$ cat config.mk
export PLATFORM = sky130hd
export DESIGN_NAME = piano_core
export DESIGN_NICKNAME = d
export VERILOG_FILES = /design/src/rtl/piano_pkg.sv /design/src/rtl/key_debounce.sv /design/src/rtl/piano_core.sv
export SDC_FILE = /design/constraint.sdc
export NUM_CORES = 1
export LEC_CHECK = 0
export ABC_AREA = 1
export ABC_CLOCK_PERIOD_IN_PS = 5040
export BUFFER_PORTS_ARGS = -buffer_cell sky130_fd_sc_hd__buf_2
export CORE_UTILIZATION = 69
export CTS_CLUSTER_SIZE = 12
export DETAILED_ROUTE_END_ITERATION = 10
export PLACE_DENSITY = 0.86
export SYNTH_ARGS = -nofsm -noshare
export SYNTH_HDL_FRONTEND = slang
export SYNTH_HIERARCHICAL = 1
export SYNTH_SLANG_ARGS = --single-unit
$ cat constraint.sdc
create_clock -name clk -period 5.04 [get_ports clk]
set_clock_uncertainty 0.2 [all_clocks]
set_input_delay 0.252 -clock clk [delete_from_list [all_inputs] [get_ports clk]]
set_output_delay 0.252 -clock clk [all_outputs]
set_load 0.03 [all_outputs]
$ cat src/rtl/piano_pkg.sv
// -----------------------------------------------------------------------------
// piano_pkg
//   Shared definitions for the piano tone generator:
//     - piano_state_e : FSM state encoding (IDLE / PLAY / SUSTAIN)
//     - NOTE_MHZ      : octave-4 chromatic note table in millihertz (C4 .. B4)
//     - OCT_*         : encoding of the 2-bit octave select input
//     - half_period() : elaboration-time helper turning a note index into the
//                       octave-4 half period in clock cycles
// -----------------------------------------------------------------------------
package piano_pkg;

  typedef enum logic [1:0] {
    ST_IDLE    = 2'd0,
    ST_PLAY    = 2'd1,
    ST_SUSTAIN = 2'd2
  } piano_state_e;

  localparam int NUM_NOTES = 12;

  // Octave-4 equal-tempered frequencies, millihertz. Index 0 = C4, 9 = A4.
  localparam int unsigned NOTE_MHZ [NUM_NOTES] = '{
    32'd261626,  // C4
    32'd277183,  // C#4
    32'd293665,  // D4
    32'd311127,  // D#4
    32'd329628,  // E4
    32'd349228,  // F4
    32'd369994,  // F#4
    32'd391995,  // G4
    32'd415305,  // G#4
    32'd440000,  // A4
    32'd466164,  // A#4
    32'd493883   // B4
  };

  // Octave select encoding; OCT_4 plays the table as-is.
  localparam logic [1:0] OCT_3 = 2'd0;
  localparam logic [1:0] OCT_4 = 2'd1;
  localparam logic [1:0] OCT_5 = 2'd2;
  localparam logic [1:0] OCT_6 = 2'd3;

  // Octave-4 half period in clock cycles, truncated. Only ever called with
  // constant arguments, so it folds away during elaboration. Indices outside
  // the table return 0.
  function automatic longint unsigned half_period(input longint unsigned clk_hz,
                                                  input int              idx);
    longint unsigned mhz;
    if (idx < 0 || idx >= NUM_NOTES) return 64'd0;
    mhz = 64'(NOTE_MHZ[idx[3:0]]);
    return (clk_hz * 64'd1000) / (64'd2 * mhz);
  endfunction

endpackage

$ cat src/rtl/key_debounce.sv
// -----------------------------------------------------------------------------
// key_debounce
//   One key channel: 2-flop synchroniser followed by a counting debouncer.
//   The debounced level flips on the edge where the synchronised input has
//   disagreed with it for DEBOUNCE_CYC consecutive edges; any agreeing sample
//   clears the run count.
//
//   Ports
//     clk      : system clock, rising edge
//     rst      : synchronous active-high reset (clears sync flops, count, level)
//     key_raw  : raw asynchronous switch, 1 = pressed
//     key_deb  : debounced, registered key level
// -----------------------------------------------------------------------------
module key_debounce
  import piano_pkg::*;
#(
  parameter int DEBOUNCE_CYC = 1_000_000
) (
  input  logic clk,
  input  logic rst,
  input  logic key_raw,
  output logic key_deb
);

  localparam int DW = (DEBOUNCE_CYC > 1) ? $clog2(DEBOUNCE_CYC + 1) : 1;

  logic          sync1_q, sync1_d;
  logic          sync2_q, sync2_d;
  logic          deb_q,   deb_d;
  logic [DW-1:0] cnt_q,   cnt_d;

  always_comb begin
    sync1_d = key_raw;
    sync2_d = sync1_q;
    deb_d   = deb_q;
    cnt_d   = '0;
    if (sync2_q != deb_q) begin
      // This sample completes the run: flip now and start a fresh count.
      if (cnt_q == DW'(DEBOUNCE_CYC - 1)) begin
        deb_d = ~deb_q;
      end else begin
        cnt_d = cnt_q + DW'(1);
      end
    end
  end

  always_ff @(posedge clk) begin
    if (rst) begin
      sync1_q <= 1'b0;
      sync2_q <= 1'b0;
      deb_q   <= 1'b0;
      cnt_q   <= '0;
    end else begin
      sync1_q <= sync1_d;
      sync2_q <= sync2_d;
      deb_q   <= deb_d;
      cnt_q   <= cnt_d;
    end
  end

  assign key_deb = deb_q;

endmodule

$ cat src/rtl/piano_core.sv
// -----------------------------------------------------------------------------
// piano_core
//   Chromatic key-to-tone generator. Each key is synchronised and debounced,
//   the highest pressed key selects the note, and a half-period counter
//   produces a 50% duty square wave for the latched note and octave.
//
//   Ports
//     clk        : sole clock, rising edge
//     rst        : synchronous active-high reset, overrides everything
//     keys       : raw key switches [NUM_KEYS], 1 = pressed, key i = note i
//     octave     : 0..3 selects octave 3..6, sampled only when a note latches
//     sustain_en : hold the last note for SUSTAIN_CYC cycles after release
//     speaker    : square-wave tone output
//     led        : debounced key levels
//     note_valid : high while a tone is sounding (PLAY or SUSTAIN)
//     note_idx   : sounding note index, 0 when idle
// -----------------------------------------------------------------------------
module piano_core
  import piano_pkg::*;
#(
  parameter int CLK_HZ       = 100_000_000,
  parameter int NUM_KEYS     = 12,
  parameter int DEBOUNCE_CYC = 1_000_000,
  parameter int SUSTAIN_CYC  = 50_000_000
) (
  input  logic                clk,
  input  logic                rst,
  input  logic [NUM_KEYS-1:0] keys,
  input  logic [1:0]          octave,
  input  logic                sustain_en,
  output logic                speaker,
  output logic [NUM_KEYS-1:0] led,
  output logic                note_valid,
  output logic [3:0]          note_idx
);

  // C4 at octave 3 is the longest half period; the counter is sized for it.
  localparam longint unsigned HP_MAX = half_period(64'(CLK_HZ), 0) << 1;
  localparam int CW = (HP_MAX > 1) ? $clog2(HP_MAX + 1) : 1;
  localparam int SW = (SUSTAIN_CYC > 1) ? $clog2(SUSTAIN_CYC + 1) : 1;

  // ---------------------------------------------------------------------------
  // Key conditioning
  // ---------------------------------------------------------------------------
  logic [NUM_KEYS-1:0] deb;

  for (genvar k = 0; k < NUM_KEYS; k++) begin : g_key
    key_debounce #(
      .DEBOUNCE_CYC (DEBOUNCE_CYC)
    ) u_key_debounce (
      .clk     (clk),
      .rst     (rst),
      .key_raw (keys[k]),
      .key_deb (deb[k])
    );
  end

  // Highest-index pressed key wins; later iterations overwrite earlier ones.
  logic       any_key;
  logic [3:0] sel;

  always_comb begin
    any_key = 1'b0;
    sel     = '0;
    for (int i = 0; i < NUM_KEYS; i++) begin
      if (deb[i]) begin
        any_key = 1'b1;
        sel     = 4'(i);
      end
    end
  end

  // ---------------------------------------------------------------------------
  // Half-period lookup: constant octave-4 table, shifted by the latched octave
  // ---------------------------------------------------------------------------
  logic [CW-1:0] hp_tab [16];

  for (genvar g = 0; g < 16; g++) begin : g_hp
    localparam longint unsigned HPV = half_period(64'(CLK_HZ), g);
    assign hp_tab[g] = HPV[CW-1:0];
  end

  logic [3:0]    note_q, note_d;
  logic [1:0]    oct_q,  oct_d;
  logic [CW-1:0] cnt_q,  cnt_d;
  logic          spk_q,  spk_d;
  logic [SW-1:0] sus_q,  sus_d;
  logic [CW-1:0] hp_base;
  logic [CW-1:0] hp_cur;

  always_comb begin
    hp_base = hp_tab[note_q];
    case (oct_q)
      OCT_3:   hp_cur = hp_base << 1;
      OCT_4:   hp_cur = hp_base;
      OCT_5:   hp_cur = hp_base >> 1;
      default: hp_cur = hp_base >> 2;
    endcase
  end

  // ---------------------------------------------------------------------------
  // FSM: state register / next state / outputs
  // ---------------------------------------------------------------------------
  piano_state_e state_q, state_d;
  logic         sus_done;

  assign sus_done = (sus_q == SW'(SUSTAIN_CYC - 1));

  always_ff @(posedge clk) begin
    if (rst) begin
      state_q <= ST_IDLE;
    end else begin
      state_q <= state_d;
    end
  end

  always_comb begin
    state_d = state_q;
    case (state_q)
      ST_IDLE: begin
        if (any_key) state_d = ST_PLAY;
      end
      ST_PLAY: begin
        if (!any_key) state_d = sustain_en ? ST_SUSTAIN : ST_IDLE;
      end
      ST_SUSTAIN: begin
        // Disabling sustain beats a new press, which beats the hold timer.
        if (!sustain_en)    state_d = ST_IDLE;
        else if (any_key)   state_d = ST_PLAY;
        else if (sus_done)  state_d = ST_IDLE;
      end
      default: state_d = ST_IDLE;
    endcase
  end

  always_comb begin
    note_valid = (state_q != ST_IDLE);
    note_idx   = note_valid ? note_q : 4'd0;
    speaker    = spk_q;
    led        = deb;
  end

  // ---------------------------------------------------------------------------
  // Tone datapath
  // ---------------------------------------------------------------------------
  logic latch;

  // A note latches when PLAY is entered or when the selection changes in PLAY.
  assign latch = (state_d == ST_PLAY) &&
                 ((state_q != ST_PLAY) || (sel != note_q));

  always_comb begin
    note_d = note_q;
    oct_d  = oct_q;
    cnt_d  = cnt_q;
    spk_d  = spk_q;
    sus_d  = sus_q;
    if (state_d == ST_IDLE) begin
      note_d = '0;
      cnt_d  = '0;
      spk_d  = 1'b0;
      sus_d  = '0;
    end else if (latch) begin
      // New note restarts its period but keeps the current speaker level.
      note_d = sel;
      oct_d  = octave;
      cnt_d  = '0;
      sus_d  = '0;
    end else begin
      if (cnt_q == hp_cur - CW'(1)) begin
        cnt_d = '0;
        spk_d = ~spk_q;
      end else begin
        cnt_d = cnt_q + CW'(1);
      end
      if (state_d == ST_SUSTAIN) begin
        sus_d = (state_q == ST_SUSTAIN) ? sus_q + SW'(1) : '0;
      end
    end
  end

  always_ff @(posedge clk) begin
    if (rst) begin
      note_q <= '0;
      oct_q  <= '0;
      cnt_q  <= '0;
      spk_q  <= 1'b0;
      sus_q  <= '0;
    end else begin
      note_q <= note_d;
      oct_q  <= oct_d;
      cnt_q  <= cnt_d;
      spk_q  <= spk_d;
      sus_q  <= sus_d;
    end
  end

endmodule
==> results.toml, run 1 <==
[outcome]
status = "complete, no violations"

[power]
pwr-share-clk = 0.476
combPwrFrac = 0.014
p_seq_frac = 0.510
powerDensity_nw_per_um2 = 254
switching_share = 0.206
leakagePower_nw = 6.57
vdd_drop_max_uv = 269
p_int_mw = 4.10
switchingPower_mw = 1.06

[worst_setup_path]
critPathKind = "register to register"
critPathMaxStageDelay_ps = 700
crit_chain = "inv_1, o21ai_1, nand2_1, nand2_1, nand3_2, ha_1, xnor2_1, nor2_1, nand2_1, nor2_1, nand3_1, nor2_1, nand3_1, nor2_2, nand2_2, nand2_4, nor3b_1"
cpLargestDelayFamily = "simple AND/OR/NAND/NOR gates"
crit_fanout = 19
crit_arrival_ps = 3740
cp.required_ps = 5230
crit_cells = 17
endpoint_kind = "register"
cp_slowest_cell = "o21ai_1"
rr_worst_depth = 17
critPathBufInv = 1
cp-start-kind = "register"

[final_layout]
fillers = 2023
diodes = 0
fin_nets = 2810
multi_input_area_um2 = 10700
design_area_um2 = 20300
drive_gt1_frac = 0.145
area_delta_synth_final_pct = 7.91
seq_area_um2 = 6610
final_util = 0.756

[sta]
rsz0062_at_grt = "no"
tns_ps = 0
min_period_ps = 3550
holdWs_ps = 77.6
relSlewSlack = 0.430
maxSlewViolCount = 0
max_slew.worst_pin.slew_ps = 849
worst_slack_ps = 1490
post-route-period-util = 0.705
setup_viol = 0
fmax_mhz = 281
hold_violations = 0

[clock_network]
clk_path_buf_depth = 3
clkSinkCount = 330
cts_buffers = 35
clock_latency_ps = 510
cts_resized = 0
path_clk_slew_ps = 60
htreeDepth = 2
cts_tree = "done"
clock-root-buffer = "clkbuf_16"

[route]
ant_nets = 0
drtPass1Iterations = 6
via_per_inst = 5.51
drc = 0
totalWireLength_mm = 40.9
wl_per_cell_um = 13.1
vias = 17200
drt-initial-drc-count = 1188

[global_route]
grt_pass1_vias = 16600
grt_pass1_wl_mm = 71.3
grt_util_met3 = 0.0371
grt.met2_usage = 0.526
top_usage_layer = "met2"
grt.total_usage = 0.294
met1_usage = 0.357
antenna_found_initial = 0
gr-total-overflow = 0
grt_max_degree = 41

[run]
max-cap-violations = 0

[floorplanning]
ios = 35
die_w_um = 167
die_height_um = 167
dieArea_um2 = 28000
fp-row-count = 60
initial_core_util = 0.701
core-area_um2 = 26900

[synth]
ys_types = 49
avgSynthCellArea_um2 = 6.95
synthFlopType = "dfxtp_1"
synth-edff-count = 0
syn_nets = 2749
netlist_area_um2 = 18800
yosysWarningCount = 6
synth_seq_cells = 330
async_reset_ff_frac = 0
ys_seq_area_frac = 0.351
syn_inst = 2711

[place]
place_hpwl_mm = 29.3
port_buffers = 34
place_area_um2 = 19100
place_congestion = 0.950
dpl_worst_slack_ps = 1570

[worst_hold_path]
hp-class = "primary input to register"
min_path_cells = 3
## final timing paths
kind                                         from                               to  slack [ps]
setup / recovery                        note_q[0]                         cnt_q[2]        1490
hold / removal                         sustain_en                       state_q[1]          80
setup reg to reg                        note_q[0]                         cnt_q[2]        1490
hold reg to reg   g_key[5].u_key_debounce/sync1_q  g_key[5].u_key_debounce/sync2_q         200
## layout by cell type (no fill, tap or decap), types with 16 or more instances in the layout
cell and instances:
nor2_1 393, buf_2 34, inv_1 283, nand3_2 31
a21oi_1 118, nand4_1 63, clkbuf_16 37, nand2_1 623
or2_0 36, inv_2 20, nor2_4 17, o21ai_0 36
dfxtp_1 330, xor2_1 79, nand3_1 228, nor3_1 25
a21oi_2 16, ha_1 21, o21ai_1 17, nor2_2 181
xnor2_1 39
## through the flow
step,power [mW],std cells
after CTS,5.21,3128
after floorplan,2.74,2711
after detailed placement,2.75,3061
after global routing,5.32,3128
after global placement,2.75,3061
final,5.16,3128
## synthesized netlist by cell type (2+ instances only)
master / n / area share
a31oi_1: 2 / 0.00066
inv_1: 283 / 0.056
nand2_2: 5 / 0.0017
buf_12: 12 / 0.013
nor2_2: 181 / 0.060
inv_2: 20 / 0.0040
o21a_1: 2 / 0.00080
o211ai_1: 2 / 0.00080
nor4_1: 6 / 0.0020
nand3_2: 31 / 0.016
or2_2: 14 / 0.0047
buf_4: 6 / 0.0024
a21oi_2: 16 / 0.0074
or2_0: 36 / 0.012
nand4_1: 63 / 0.021
buf_6: 2 / 0.0012
buf_2: 2 / 0.00053
and2_1: 12 / 0.0040
a211oi_1: 4 / 0.0016
nor3_2: 12 / 0.0064
o21bai_1: 12 / 0.0048
a21o_1: 2 / 0.00080
xnor2_1: 39 / 0.018
nand3b_1: 13 / 0.0052
a21oi_1: 118 / 0.031
clkbuf_1: 3 / 0.00060
o21ai_1: 17 / 0.0045
nor3b_1: 9 / 0.0036
nor3_1: 25 / 0.0066
o21ai_0: 36 / 0.0096
nand3_1: 228 / 0.061
ha_1: 21 / 0.014
nand3_4: 12 / 0.011
nor2_1: 393 / 0.078
nand2_4: 13 / 0.0078
nor2_4: 17 / 0.010
xor2_1: 79 / 0.037
dfxtp_1: 330 / 0.35
nand2_1: 623 / 0.12
## registers in the layout, summed over array words and instances, names as in the netlist
signal	count
g_key.u_key_debounce/cnt_q	240
sus_q	26
cnt_q	19
g_key.u_key_debounce/key_deb	12
g_key.u_key_debounce/sync1_q	12
g_key.u_key_debounce/sync2_q	12
note_q	4
oct_q	2
state_q	2
speaker	1
## power by group through the flow
stage	registers, mW	logic, mW	clock network, mW
floorplan	2.68	0.0527	0
global route	2.63	0.0826	2.61
CTS	2.63	0.0746	2.51
finish	2.63	0.0745	2.46
global placement	2.69	0.0631	0
detailed placement	2.69	0.0648	0
## cell families (layout without fill, tap and decap cells)
group / after synthesis / count (layout) / share of synthesized area
buf+inv: 330 / 406 / 0.0789
xor+xnor: 118 / 118 / 0.0549
flops: 330 / 330 / 0.351
fa+ha+maj: 21 / 21 / 0.0140
compound gates: 216 / 216 / 0.0646
simple gates: 1696 / 1696 / 0.437
## worst reg2reg max path, stage by stage, from the launching register on
cell	delay, ps
dfxtp_1	400
inv_1	170
o21ai_1	700
nand2_1	120
nand2_1	100
nand3_2	110
ha_1	330
xnor2_1	140
nor2_1	120
nand2_1	60
nor2_1	100
nand3_1	90
nor2_1	140
nand3_1	100
nor2_2	150
nand2_2	90
nand2_4	230
nor3b_1	110
## layout make-up
cell class | instances | area share
clock buffers | 46 | 0.0497
clock inverters | 6 | 0.00345
inverters | 304 | 0.0561
multi-input cells | 2051 | 0.529
flip-flops and latches | 330 | 0.325
well taps | 341 | 0.0210
repair buffers | 50 | 0.0161
## metal layers
metal | up-vias | part of all wire
met4 | 0 | 0.032
met1 | 7862 | 0.44
met5 | - | 0
met2 | 506 | 0.48
met3 | 111 | 0.049
li1 | 8765 | -
## what timing repair did
item,in CTS,in global routing
setup buffers,0,0
hold buffers,15,0
endpoints found under the hold margin,18,0
Power figures use the tool's default switching activity.
==> run 2: changes to the inputs <==
ABC_CLOCK_PERIOD_IN_PS = 3340   (was 5040)
CORE_UTILIZATION = 64   (was 69)
PLACE_DENSITY = 0.81   (was 0.86)
clock period = 3.34 ns   (was 5.04 ns; I/O delays follow)
==> run 2 against run 1 <==
Compared with the run above: first-iteration DRC count decreased by 7.4%; worst hold slack better by 120 ps; critical path depth is 2 higher; sequential power grew 51%; global-route usage down 1.9 points; register-to-register slack got worse by 1200 ps; sequential share of layout area fell by 0.71 points; power up 56%; critical path type unchanged; critical endpoint is now cnt_q[9]; highest routed layer unchanged.
==> results.toml, run 2 (synthesis results as in run 1) <==
[clock_network]
clock-root-buffer = "clkbuf_16"
cts_tree = "done"
path_clk_slew_ps = 60
htreeDepth = 2
clock_latency_ps = 510
post_cts_buffers = 0
clk_path_buf_depth = 3
cts_buffers = 37
clkSinkCount = 330

[final_layout]
fillers = 2363
regMostFlops = "g_key.u_key_debounce/cnt_q"
diodes = 0
fin_cells = 3206
fin_nets = 2837
final_common_cell = "nand2_1"
largest_reg_flops = 240
reg_top3 = "g_key.u_key_debounce/cnt_q x240, sus_q x26, cnt_q x19"
final_util = 0.720
mostFrequentLayoutCells = "nand2_1 (622), nor2_1 (388), dfxtp_1 (329)"
drive_gt1_frac = 0.158
area_delta_synth_final_pct = 10.3

[global_route]
grt.total_usage = 0.275
grt_pass1_wl_mm = 71.8
grt_max_degree = 24
grt_pass1_vias = 16400
gr-total-overflow = 0
antenna_found_initial = 0

[route]
vias = 17100
drtPass1Iterations = 8
drc = 0
ant_nets = 0
totalWireLength_mm = 40.8
drt-initial-drc-count = 1100
via_per_inst = 5.35
wl_per_cell_um = 12.7

[power]
vdd_drop_max_uv = 345
powerDensity_nw_per_um2 = 388
switchingPower_mw = 1.64
combPwrFrac = 0.015
pwr-share-clk = 0.494
switching_share = 0.203
leakagePower_nw = 6.79
p_seq_frac = 0.492
p_int_mw = 6.43

[sta]
post-route-period-util = 0.907
rsz0062_at_grt = "no"
max_slew.worst_pin.slew_ps = 525
holdWs_ps = 195
tns_ps = 0
maxSlewViolCount = 0
worst_slack_ps = 311
fmax_mhz = 330
min_period_ps = 3030
hold_violations = 0
setup_viol = 0
relSlewSlack = 0.646

[worst_setup_path]
critPathKind = "register to register"
endpoint_kind = "register"
cp-start-kind = "register"
crit_fanout = 10
cp.required_ps = 3530
crit_arrival_ps = 3220

[floorplanning]
die_w_um = 174
die_height_um = 174
core-area_um2 = 28900
fp-row-count = 62
ios = 35
initial_core_util = 0.653
dieArea_um2 = 30100

[place]
place_congestion = 0.929
port_buffers = 34
place_hpwl_mm = 30.0
place_inst = 3121
dpl_worst_slack_ps = 21.7

[worst_hold_path]
hp-class = "register to register"

[run]
max-cap-violations = 0

[outcome]
status = "complete, no violations"
## run 2: changes by cell type in the layout (fill, tap and decap cells not counted), sizes merged
| cell | before | now |
|---|---|---|
| inv | 304 | 303 |
| dlygate4sd3 | 15 | 22 |
| nand2 | 641 | 642 |
| clkinv | 5 | 7 |
| bufinv | 1 | 2 |
| clkbuf | 46 | 54 |
| buf | 35 | 52 |
## run 2: what timing repair did
action | 4_1_cts | 5_1_grt
endpoints found under the hold margin | 27 | 0
gates resized for setup | 0 | 20
setup endpoints to repair | 0 | 20
hold buffers | 22 | 0
## run 2: area by class of cell
cell class / instances / area [um2] / area share
multi-input cells: 2052 / 10800 / 0.521
inverters: 304 / 1140 / 0.0549
flip-flops and latches: 330 / 6610 / 0.318
well taps: 384 / 480 / 0.0231
clock buffers: 54 / 1100 / 0.0530
repair buffers: 74 / 526 / 0.0253
clock inverters: 8 / 101 / 0.00488
## run 2: routing by layer
metal  global-route usage  share of wire
met1                0.351           0.45
met2                0.473           0.46
met3               0.0338          0.049
met4                0.103          0.031
met5                    0              0
## run 2: path summary, 6_finish.rpt
| kind | startpoint | cells after the start | slack (ps) | end |
|---|---|---|---|---|
| max | note_q[1] | 19 | 310 | cnt_q[9] |
| min | g_key[0].u_key_debounce/sync1_q | 2 | 200 | g_key[0].u_key_debounce/sync2_q |
| max reg2reg | note_q[1] | 19 | 310 | cnt_q[9] |
| min reg2reg | g_key[0].u_key_debounce/sync1_q | 2 | 200 | g_key[0].u_key_debounce/sync2_q |
## run 2: power by group through the flow
stage / Clock (mW) / Sequential [mW] / Combinational [mW]
3_5_place_dp: 0 / 4.05 / 0.0993
2_1_floorplan: 0 / 4.05 / 0.0795
4_1_cts: 4.06 / 3.97 / 0.119
3_3_place_gp: 0 / 4.05 / 0.0962
5_1_grt: 4.22 / 3.97 / 0.132
6_report: 3.99 / 3.97 / 0.118
## run 2: worst max-delay path: stages, from the launching register on
cell	delay (ps)
dfxtp_2	350
inv_2	100
ha_2	210
nand2_1	100
nand2_2	150
nand3_1	90
nand2_1	80
nand3_2	130
ha_2	310
xnor2_1	120
nor2_1	120
nand2_1	60
nor2_1	90
nand3_1	80
nor2_1	150
nand3_1	130
nor2_4	140
nand2_4	110
nand2_8	130
nor3b_1	60
## run 2: per-stage QoR
step | area [um2] | total power [mW]
4_1_cts | 20700 | 8.14
3_3_place_gp | 19300 | 4.15
3_5_place_dp | 19300 | 4.15
5_1_grt | 20800 | 8.32
6_report | 20800 | 8.07
2_1_floorplan | 18800 | 4.13
==> run 3: changes to the inputs <==
ABC_CLOCK_PERIOD_IN_PS = 3250   (was 3340)
clock period = 3.25 ns   (was 3.34 ns; I/O delays follow)
==> run 3 against run 2 <==
Compared with the run above: combinational power increased by 5%; sequential power increased by 3%; die area unchanged; worst hold slack improved by 6.4 ps; power increased by 3.0%; flip-flop and latch count unchanged; largest power group unchanged; highest routed layer unchanged.
==> results.toml, run 3 (synthesis results as in run 1) <==
[outcome]
status = "complete, no violations"

[worst_setup_path]
crit_arrival_ps = 3310
worst-r2r-setup-slack_ps = 180
critPathKind = "register to register"
cp.required_ps = 3490
crit_fanout = 5
crit_chain = "inv_2, ha_2, nand2_1, nand3_1, nand3_2, nand3_1, nor2_2, ha_2, buf_4, nand3_1, nor2_2, nand3_1, nand3_1, nand2_1, inv_1, nand3_2, nor2_4, nand4_1, a21oi_2"
endpoint_kind = "register"
cp_slowest_cell = "dfxtp_4"
critPathMaxStageDelay_ps = 380
cp-start-kind = "register"
critPathMostFrequentCell = "nand3_1"

[route]
drc = 0
drt-initial-drc-count = 1068
vias = 17200
via_per_inst = 5.36
wl_per_cell_um = 12.8
totalWireLength_mm = 41.1
ant_nets = 0
drtPass1Iterations = 6

[place]
port_buffers = 34
place_congestion = 0.922
place_area_um2 = 19300
place_inst = 3123
place_hpwl_mm = 29.6

[sta]
tns_ps = 0
relSlewSlack = 0.521
maxSlewViolCount = 0
hold_violations = 0
max_slew.worst_pin.slew_ps = 710
post-route-period-util = 0.943
fmax_mhz = 326
min_period_ps = 3070
setup_viol = 0

[final_layout]
fin_nets = 2846
area_delta_synth_final_pct = 11.2
final_common_cell = "nand2_1"
largest_reg_flops = 240
regMostFlops = "g_key.u_key_debounce/cnt_q"
diodes = 0
fin_cells = 3214
mostFrequentLayoutCells = "nand2_1 (620), nor2_1 (389), dfxtp_1 (328)"
reg_top3 = "g_key.u_key_debounce/cnt_q x240, sus_q x26, cnt_q x19"
drive_gt1_frac = 0.164
design_area_um2 = 20900

[power]
switchingPower_mw = 1.71
pwr-share-clk = 0.495
p_seq_frac = 0.490
powerDensity_nw_per_um2 = 397
vdd_drop_max_uv = 395
leakagePower_nw = 6.83
p_int_mw = 6.61
switching_share = 0.205
combPwrFrac = 0.015

[clock_network]
clkSinkCount = 330
cts_buffers = 38
cts_tree = "done"
clk_path_buf_depth = 3
htreeDepth = 2
path_clk_slew_ps = 60
clock-root-buffer = "clkbuf_16"
clock_latency_ps = 520

[global_route]
grt_pass1_wl_mm = 71.4
gr-total-overflow = 0
grt_pass1_vias = 16300
antenna_found_initial = 0
grt.total_usage = 0.274
grt_max_degree = 25

[floorplanning]
die_w_um = 174
core-area_um2 = 28900
dieArea_um2 = 30100
initial_core_util = 0.653
die_height_um = 174
fp-row-count = 62
ios = 35

[run]
max-cap-violations = 0

[worst_hold_path]
hp-class = "register to register"
==> run 3: power by group through the flow <==
stage	clock (mW)	sequential [mW]	combinational (mW)
6_report	4.12	4.08	0.124
5_1_grt	4.39	4.08	0.138
2_1_floorplan	0	4.16	0.0818
4_1_cts	4.20	4.08	0.124
3_3_place_gp	0	4.16	0.0985
3_5_place_dp	0	4.17	0.101
==> run 3: metrics by stage <==
step           hold WS (ps)   util  power, mW  worst slack, ps
4_1_cts                 194  0.719       8.40             14.2
5_1_grt                 205  0.726       8.60            -38.7
6_report                202  0.726       8.32              185
3_5_place_dp            170  0.668       4.27            -59.3
2_1_floorplan          33.7      -       4.24              323
3_3_place_gp            166  0.668       4.26             85.1
==> run 3: worst paths after layout <==
path | to | startpoint | cells after the start
max | speaker | note_q[1] | 19
max reg2reg | speaker | note_q[1] | 19
min reg2reg | g_key[11].u_key_debounce/sync2_q | g_key[11].u_key_debounce/sync1_q | 2
min | g_key[11].u_key_debounce/sync2_q | g_key[11].u_key_debounce/sync1_q | 2
==> run 3: area by class of cell <==
cell class	count	area [um2]
Timing Repair Buffer	81	581
Fill cell	2386	7920
Tap cell	384	480
Inverter	304	1140
Multi-Input combinational cell	2053	10900
Clock inverter	11	123
Clock buffer	51	1090
Sequential cell	330	6610
==> run 3: worst max-delay path: cells and delay by family, from the launching register on <==
family / cells / cell delay [ps]
simple gates: 13 / 1560
fa+ha+maj: 2 / 450
flops: 1 / 380
buf+inv: 3 / 250
compound gates: 1 / 180
==> run 3: timing repair <==
action	in CTS	in global routing
resized for setup	2	34
setup buffers	1	3
gates cloned	0	2
pin swaps	2	11
hold buffers	23	0
endpoints found under the setup margin	17	22
hold endpoints to repair	26	0
==> run 3: metal layers <==
metal	up-vias	part of all wire	GRT usage
met4	0	0.030	0.0981
met5	-	0	0
met3	94	0.051	0.0388
li1	8853	-	-
met1	7863	0.45	0.346
met2	413	0.47	0.474
